**src/rtl/hbm_back_packer_if.sv**
```systemverilog
// Bundle of the job-control, result-stream and write-back beat signals
// between the SGD engine / write-back stage and hbm_back_packer.
interface hbm_back_packer_if #(
  parameter int IN_WIDTH  = 32,
  parameter int OUT_WIDTH = 512
);
  logic                 start;
  logic [31:0]          data_length;
  logic [IN_WIDTH-1:0]  in_data;
  logic                 in_valid;
  logic                 in_ready;
  logic [OUT_WIDTH-1:0] back_data;
  logic                 back_valid;
  logic                 almost_full;
  logic                 busy;
  logic                 done;

  // Packer side
  modport slave (
    input  start, data_length, in_data, in_valid, almost_full,
    output in_ready, back_data, back_valid, busy, done
  );

  // Engine / write-back side
  modport master (
    output start, data_length, in_data, in_valid, almost_full,
    input  in_ready, back_data, back_valid, busy, done
  );
endinterface

```
**src/rtl/hbm_back_packer.sv**
```systemverilog
// Packs 32-bit SGD results into 512-bit HBM write-back beats.
// A start pulse arms a job of data_length bytes; the last partial beat is
// zero-padded and done pulses together with the final beat strobe.
module hbm_back_packer #(
  parameter int IN_WIDTH  = 32,
  parameter int OUT_WIDTH = 512
) (
  input  logic               hbm_clk,
  input  logic               hbm_aresetn,
  hbm_back_packer_if.slave   bus
);
  localparam int LANES  = OUT_WIDTH / IN_WIDTH;
  localparam int LANE_W = $clog2(LANES);
  localparam logic [LANE_W-1:0] LAST_LANE = LANE_W'(LANES - 1);

  typedef enum logic [1:0] {
    ST_IDLE = 2'd0,
    ST_PACK = 2'd1,
    ST_LAST = 2'd2,
    ST_DONE = 2'd3
  } state_e;

  state_e               state_q, state_d;
  logic [LANE_W-1:0]    idx_q, idx_d;
  logic [32:0]          cnt_q, cnt_d;
  logic [32:0]          total_q, total_d;
  logic [OUT_WIDTH-1:0] pack_q, pack_d;
  logic [OUT_WIDTH-1:0] back_data_q, back_data_d;
  logic                 back_valid_q, back_valid_d;
  logic                 busy_q, busy_d;
  logic                 done_q, done_d;

  logic [32:0]          total_words_s;
  logic                 in_ready_s;
  logic                 accept_s;
  logic [OUT_WIDTH-1:0] pack_ins_s;

  // Word count of the requested job (33 bits so an all-ones length cannot wrap)
  // and the combinational accept handshake gated by downstream almost_full.
  always_comb begin
    total_words_s = ({1'b0, bus.data_length} + 33'd3) >> 2;
    in_ready_s    = (state_q == ST_PACK) && !bus.almost_full && (cnt_q < total_q);
    accept_s      = in_ready_s && bus.in_valid;
  end

  // Pack register with the incoming word dropped into the current lane.
  always_comb begin
    pack_ins_s = pack_q;
    for (int k = 0; k < LANES; k++) begin
      if (idx_q == LANE_W'(k)) begin
        pack_ins_s[k*IN_WIDTH +: IN_WIDTH] = bus.in_data;
      end else begin
        pack_ins_s[k*IN_WIDTH +: IN_WIDTH] = pack_q[k*IN_WIDTH +: IN_WIDTH];
      end
    end
  end

  // Job sequencing: lane/word bookkeeping, beat emission and end-of-job.
  // Unused upper lanes are already zero because the pack register is cleared
  // at job start and after each emitted beat.
  always_comb begin
    state_d      = state_q;
    idx_d        = idx_q;
    cnt_d        = cnt_q;
    total_d      = total_q;
    pack_d       = pack_q;
    back_data_d  = back_data_q;
    back_valid_d = 1'b0;
    case (state_q)
      ST_IDLE: begin
        if (bus.start) begin
          total_d = total_words_s;
          idx_d   = '0;
          cnt_d   = 33'd0;
          pack_d  = '0;
          if (total_words_s != 33'd0) begin
            state_d = ST_PACK;
          end else begin
            state_d = ST_DONE;
          end
        end else begin
          state_d = ST_IDLE;
        end
      end
      ST_PACK: begin
        if (accept_s) begin
          cnt_d = cnt_q + 33'd1;
          if ((cnt_q + 33'd1) == total_q) begin
            back_data_d  = pack_ins_s;
            back_valid_d = 1'b1;
            pack_d       = '0;
            idx_d        = '0;
            state_d      = ST_LAST;
          end else if (idx_q == LAST_LANE) begin
            back_data_d  = pack_ins_s;
            back_valid_d = 1'b1;
            pack_d       = '0;
            idx_d        = '0;
          end else begin
            pack_d = pack_ins_s;
            idx_d  = idx_q + LANE_W'(1);
          end
        end else begin
          state_d = ST_PACK;
        end
      end
      ST_LAST: state_d = ST_IDLE;
      ST_DONE: state_d = ST_IDLE;
      default: state_d = ST_IDLE;
    endcase
    busy_d = (state_d != ST_IDLE);
    done_d = (state_d == ST_LAST) || (state_d == ST_DONE);
  end

  // State and registered outputs; reset discards any partial beat.
  always_ff @(posedge hbm_clk or negedge hbm_aresetn) begin
    if (!hbm_aresetn) begin
      state_q      <= ST_IDLE;
      idx_q        <= '0;
      cnt_q        <= 33'd0;
      total_q      <= 33'd0;
      pack_q       <= '0;
      back_data_q  <= '0;
      back_valid_q <= 1'b0;
      busy_q       <= 1'b0;
      done_q       <= 1'b0;
    end else begin
      state_q      <= state_d;
      idx_q        <= idx_d;
      cnt_q        <= cnt_d;
      total_q      <= total_d;
      pack_q       <= pack_d;
      back_data_q  <= back_data_d;
      back_valid_q <= back_valid_d;
      busy_q       <= busy_d;
      done_q       <= done_d;
    end
  end

  assign bus.in_ready   = in_ready_s;
  assign bus.back_data  = back_data_q;
  assign bus.back_valid = back_valid_q;
  assign bus.busy       = busy_q;
  assign bus.done       = done_q;
endmodule
```
**src/flat_wrapper.sv**
```systemverilog
// flat-port wrapper written by rule: the top's interface ports become plain ports
module hbm_back_packer_flat 
#(
  parameter int IN_WIDTH  = 32,
  parameter int OUT_WIDTH = 512
)
  (hbm_clk, hbm_aresetn, bus_start, bus_data_length, bus_in_data, bus_in_valid, bus_almost_full, bus_in_ready, bus_back_data, bus_back_valid, bus_busy, bus_done);
  hbm_back_packer_if #(.IN_WIDTH(IN_WIDTH), .OUT_WIDTH(OUT_WIDTH)) bus_i ();
  input  logic hbm_clk;
  input  logic hbm_aresetn;
  input wire logic [$bits(bus_i.start)-1:0] bus_start;
  input wire logic [$bits(bus_i.data_length)-1:0] bus_data_length;
  input wire logic [$bits(bus_i.in_data)-1:0] bus_in_data;
  input wire logic [$bits(bus_i.in_valid)-1:0] bus_in_valid;
  input wire logic [$bits(bus_i.almost_full)-1:0] bus_almost_full;
  output wire logic [$bits(bus_i.in_ready)-1:0] bus_in_ready;
  output wire logic [$bits(bus_i.back_data)-1:0] bus_back_data;
  output wire logic [$bits(bus_i.back_valid)-1:0] bus_back_valid;
  output wire logic [$bits(bus_i.busy)-1:0] bus_busy;
  output wire logic [$bits(bus_i.done)-1:0] bus_done;
  assign bus_i.start = bus_start;
  assign bus_i.data_length = bus_data_length;
  assign bus_i.in_data = bus_in_data;
  assign bus_i.in_valid = bus_in_valid;
  assign bus_i.almost_full = bus_almost_full;
  assign bus_in_ready = bus_i.in_ready;
  assign bus_back_data = bus_i.back_data;
  assign bus_back_valid = bus_i.back_valid;
  assign bus_busy = bus_i.busy;
  assign bus_done = bus_i.done;
  hbm_back_packer #(.IN_WIDTH(IN_WIDTH), .OUT_WIDTH(OUT_WIDTH)) u_core (.hbm_clk(hbm_clk), .hbm_aresetn(hbm_aresetn), .bus(bus_i));
endmodule
```
**config.mk**
```make
export PLATFORM = sky130hd
export DESIGN_NAME = hbm_back_packer_flat
export DESIGN_NICKNAME = d
export VERILOG_FILES = /design/src/rtl/hbm_back_packer_if.sv /design/src/rtl/hbm_back_packer.sv /design/src/flat_wrapper.sv
export SDC_FILE = /design/constraint.sdc
export NUM_CORES = 2
export LEC_CHECK = 0
export CORE_UTILIZATION = 46
export CTS_CLUSTER_SIZE = 20
export DETAILED_ROUTE_END_ITERATION = 7
export GPL_ROUTABILITY_DRIVEN = 0
export GPL_TIMING_DRIVEN = 0
export PLACE_DENSITY = 0.75
export REMOVE_ABC_BUFFERS = 1
export SYNTH_ARGS = -nofsm -noshare
export SYNTH_HDL_FRONTEND = slang
export SYNTH_SLANG_ARGS = --single-unit
```
**constraint.sdc**
```tcl
create_clock -name hbm_clk -period 5.2 [get_ports hbm_clk]
set_input_delay 1.56 -clock hbm_clk [delete_from_list [all_inputs] [get_ports hbm_clk]]
set_output_delay 1.56 -clock hbm_clk [all_outputs]
set_load 0.01 [all_outputs]
```
==> impl_metrics.tcl <==
set metrics [dict create \
    outcome "complete, no violations" \
    via_per_inst 5.951 \
    gr-total-overflow 0 \
    start_util_pct 46.62 \
    synth_cell_types 65 \
    critPathLaunchType "primary input" \
    insertion_delay_ns 0.73 \
    fin_skew_ns 0.02597 \
    wl_per_cell_um 24.19 \
    grt_pass1_vias 37739 \
    reg2reg_slack_ns 0.17 \
    cts_tree "yes" \
    core-area_um2 107500 \
    max_freq_mhz 194.6 \
    synth_area_um2 50120 \
    r2r_cells 19 \
    std_cell_rows 120 \
    hp-class "flip-flop to flip-flop" \
    drtPass1Iterations 6 \
    cts-root-buf "clkbuf_16" \
    synthCells 4613 \
    fin_ws_ns 0.06083 \
    clk_path_buf_depth 3 \
    rsz0062_at_grt "false" \
    cap_violations 0 \
    setup_viol 0 \
    finalPower_mw 28.80 \
    cp_data_required_time_ns 3.64 \
    pin_count 585 \
    synth_ff_type "dfrtp_1" \
    max_slew_margin_pct 3.726 \
    antenna_cells 0 \
    fp.dieH_um 332.1 \
    dp.cells 6284 \
    critPathMaxFanout 3 \
    peakVddDrop_mv 0.3596 \
    avgSynthCellArea_um2 10.86 \
    power_density_nw_per_um2 460.6 \
    num_vias 38866 \
    drive_gt1_share_pct 11.39 \
    tns_ns 0 \
    grt_max_degree 181 \
    holdPathStages 1 \
    post-place-ws_ns -1.297 \
    grt_pass1_wl_um 239200 \
    yosysTopAreaCellShare_pct 54.77 \
    critical_path_class "primary input to primary output" \
    htreeDepth 3 \
    drt_iter0_drc 3633 \
    detail_route.drc_violations 0 \
    syn2layout_area_growth_pct 24.75 \
    ys_warn_count 0 \
    drv_slew 0 \
    synth_common_cells "1340 x nand2_1, 1097 x dfrtp_1, 482 x a32o_1" \
    period_needed_ns 5.139 \
    hold_violations 0 \
    fin_crit_sh_pct 98.83 \
    antenna_left 0 \
    final_util_pct 58.16 \
    async_flop_share_pct 100.0 \
    drt-total-wl_um 158000 \
    synth.most_common_cell "nand2_1" \
    synth-seq-area-share_pct 54.77 \
    numCtsBuffers 113 \
    fillers 8637 \
    synth.largest_area_cell "dfrtp_1" \
    path_clk_slew_ns 0.06 \
    hpwl_um 105700 \
    fp.dieW_um 332.1 \
    synth_edf_count 0 \
    yosys-top-cells-area "dfrtp_1 55%, nand2_1 10%, mux2_1 9.8%" \
    power.leakage_nw 29.98 \
    worstSetupEndpointType "primary output" \
    nNetsFinal 5135 \
    synth_seq_cells 1097 \
    portBuffers 584 \
    cts_sinks 1097 \
    cp_data_arrival_time_ns 3.58 \
    antenna_found_initial 1 \
    fin_cells 6531 \
    worstMarginPinSlew_ns 1.440 \
    grt_usage_pct 28.18 \
    dieArea_um2 110300 \
]
## kinds of logic after synthesis
group / synth area share, %
buffers and inverters: 4.599
XOR/XNOR: 1.084
multiplexers: 12.30
AO/OA/AOI/OAI: 13.06
flip-flops: 54.77
adder cells (fa/ha/maj): 0.8987
AND/OR/NAND/NOR: 13.29
## critical path: stages
cell and delay (ns):
clkdlybuf4s50_1 0.52, a2111oi_0 0.41, o211ai_1 0.28, nor2_1 0.24, clkdlybuf4s50_1 0.57
## power by group
| part | total [mW] | internal, mW | switching (mW) |
|---|---|---|---|
| logic | 8.14 | 4.15 | 4.00 |
| clock network | 8.43 | 4.83 | 3.60 |
| registers | 12.2 | 10.9 | 1.37 |
## state kept, by name (all words and copies together) (netlist names)
register / count
u_core.bus.back_data: 512
u_core.pack_q: 512
u_core.cnt_q: 33
u_core.total_q: 31
u_core.idx_q: 4
u_core.state_q: 2
u_core.bus.back_valid: 1
u_core.bus.busy: 1
u_core.bus.done: 1
## placed cells by master, fill, tap and decap left out, types with 40 or more instances in the layout
cell             count
mux2_2             107
o21ai_0             74
dfrtp_1           1088
inv_1               41
buf_12              42
clkdlybuf4s50_1    551
buf_6               40
a21oi_1             50
a32o_1             482
nor2_1             111
clkbuf_16          113
nand2_1           1334
mux2_1             436
## timing repair
| action | in CTS | in global routing |
|---|---|---|
| resized for setup | 11 | 12 |
| buffers inserted | 12 | 18 |
| hold buffers | 0 | 0 |
| gates cloned | 3 | 0 |
| endpoints found under the setup margin | 804 | 178 |
| pin swaps | 5 | 3 |
## final timing paths
kind	startpoint	endpoint
worst max-delay path	bus_almost_full	bus_in_ready
max in group asynchronous	hbm_aresetn	u_core.pack_q[225]
min in group asynchronous	hbm_aresetn	u_core.pack_q[189]
worst max register to register	u_core.cnt_q[11]	u_core.pack_q[49]
worst min-delay path	u_core.bus.back_data[335]	u_core.bus.back_data[335]
worst min register to register	u_core.bus.back_data[335]	u_core.bus.back_data[335]
## stage by stage
| stage | hold slack [ns] | area, um^2 |
|---|---|---|
| 6_report | 0.4819 | 62520 |
| 5_1_grt | 0.4950 | 62520 |
| 4_1_cts | 0.4871 | 62330 |
| 3_5_place_dp | 0.4737 | 58240 |
| 3_3_place_gp | 0.4674 | 55570 |
| 2_1_floorplan | 0.4551 | 47970 |
## final cells by class
class | instances | area [um^2] | share of cell area [%]
Clock buffer | 155 | 3236 | 5.175
Multi-Input combinational cell | 3018 | 20700 | 33.11
Tap cell | 1403 | 1755 | 2.808
Timing Repair Buffer | 759 | 8571 | 13.71
Inverter | 41 | 153.9 | 0.2461
Sequential cell | 1097 | 27460 | 43.92
Clock inverter | 58 | 643.1 | 1.029
## layer usage
layer | up-vias | track usage [%] | share of wire [%]
li1 | 17060 | - | -
met1 | 19855 | 36.47 | 40
met5 | - | 0 | 0.012
met2 | 1620 | 44.87 | 47
met3 | 329 | 6.907 | 8.1
met4 | 2 | 12.49 | 4.8
(Power assumes the default switching activity.)
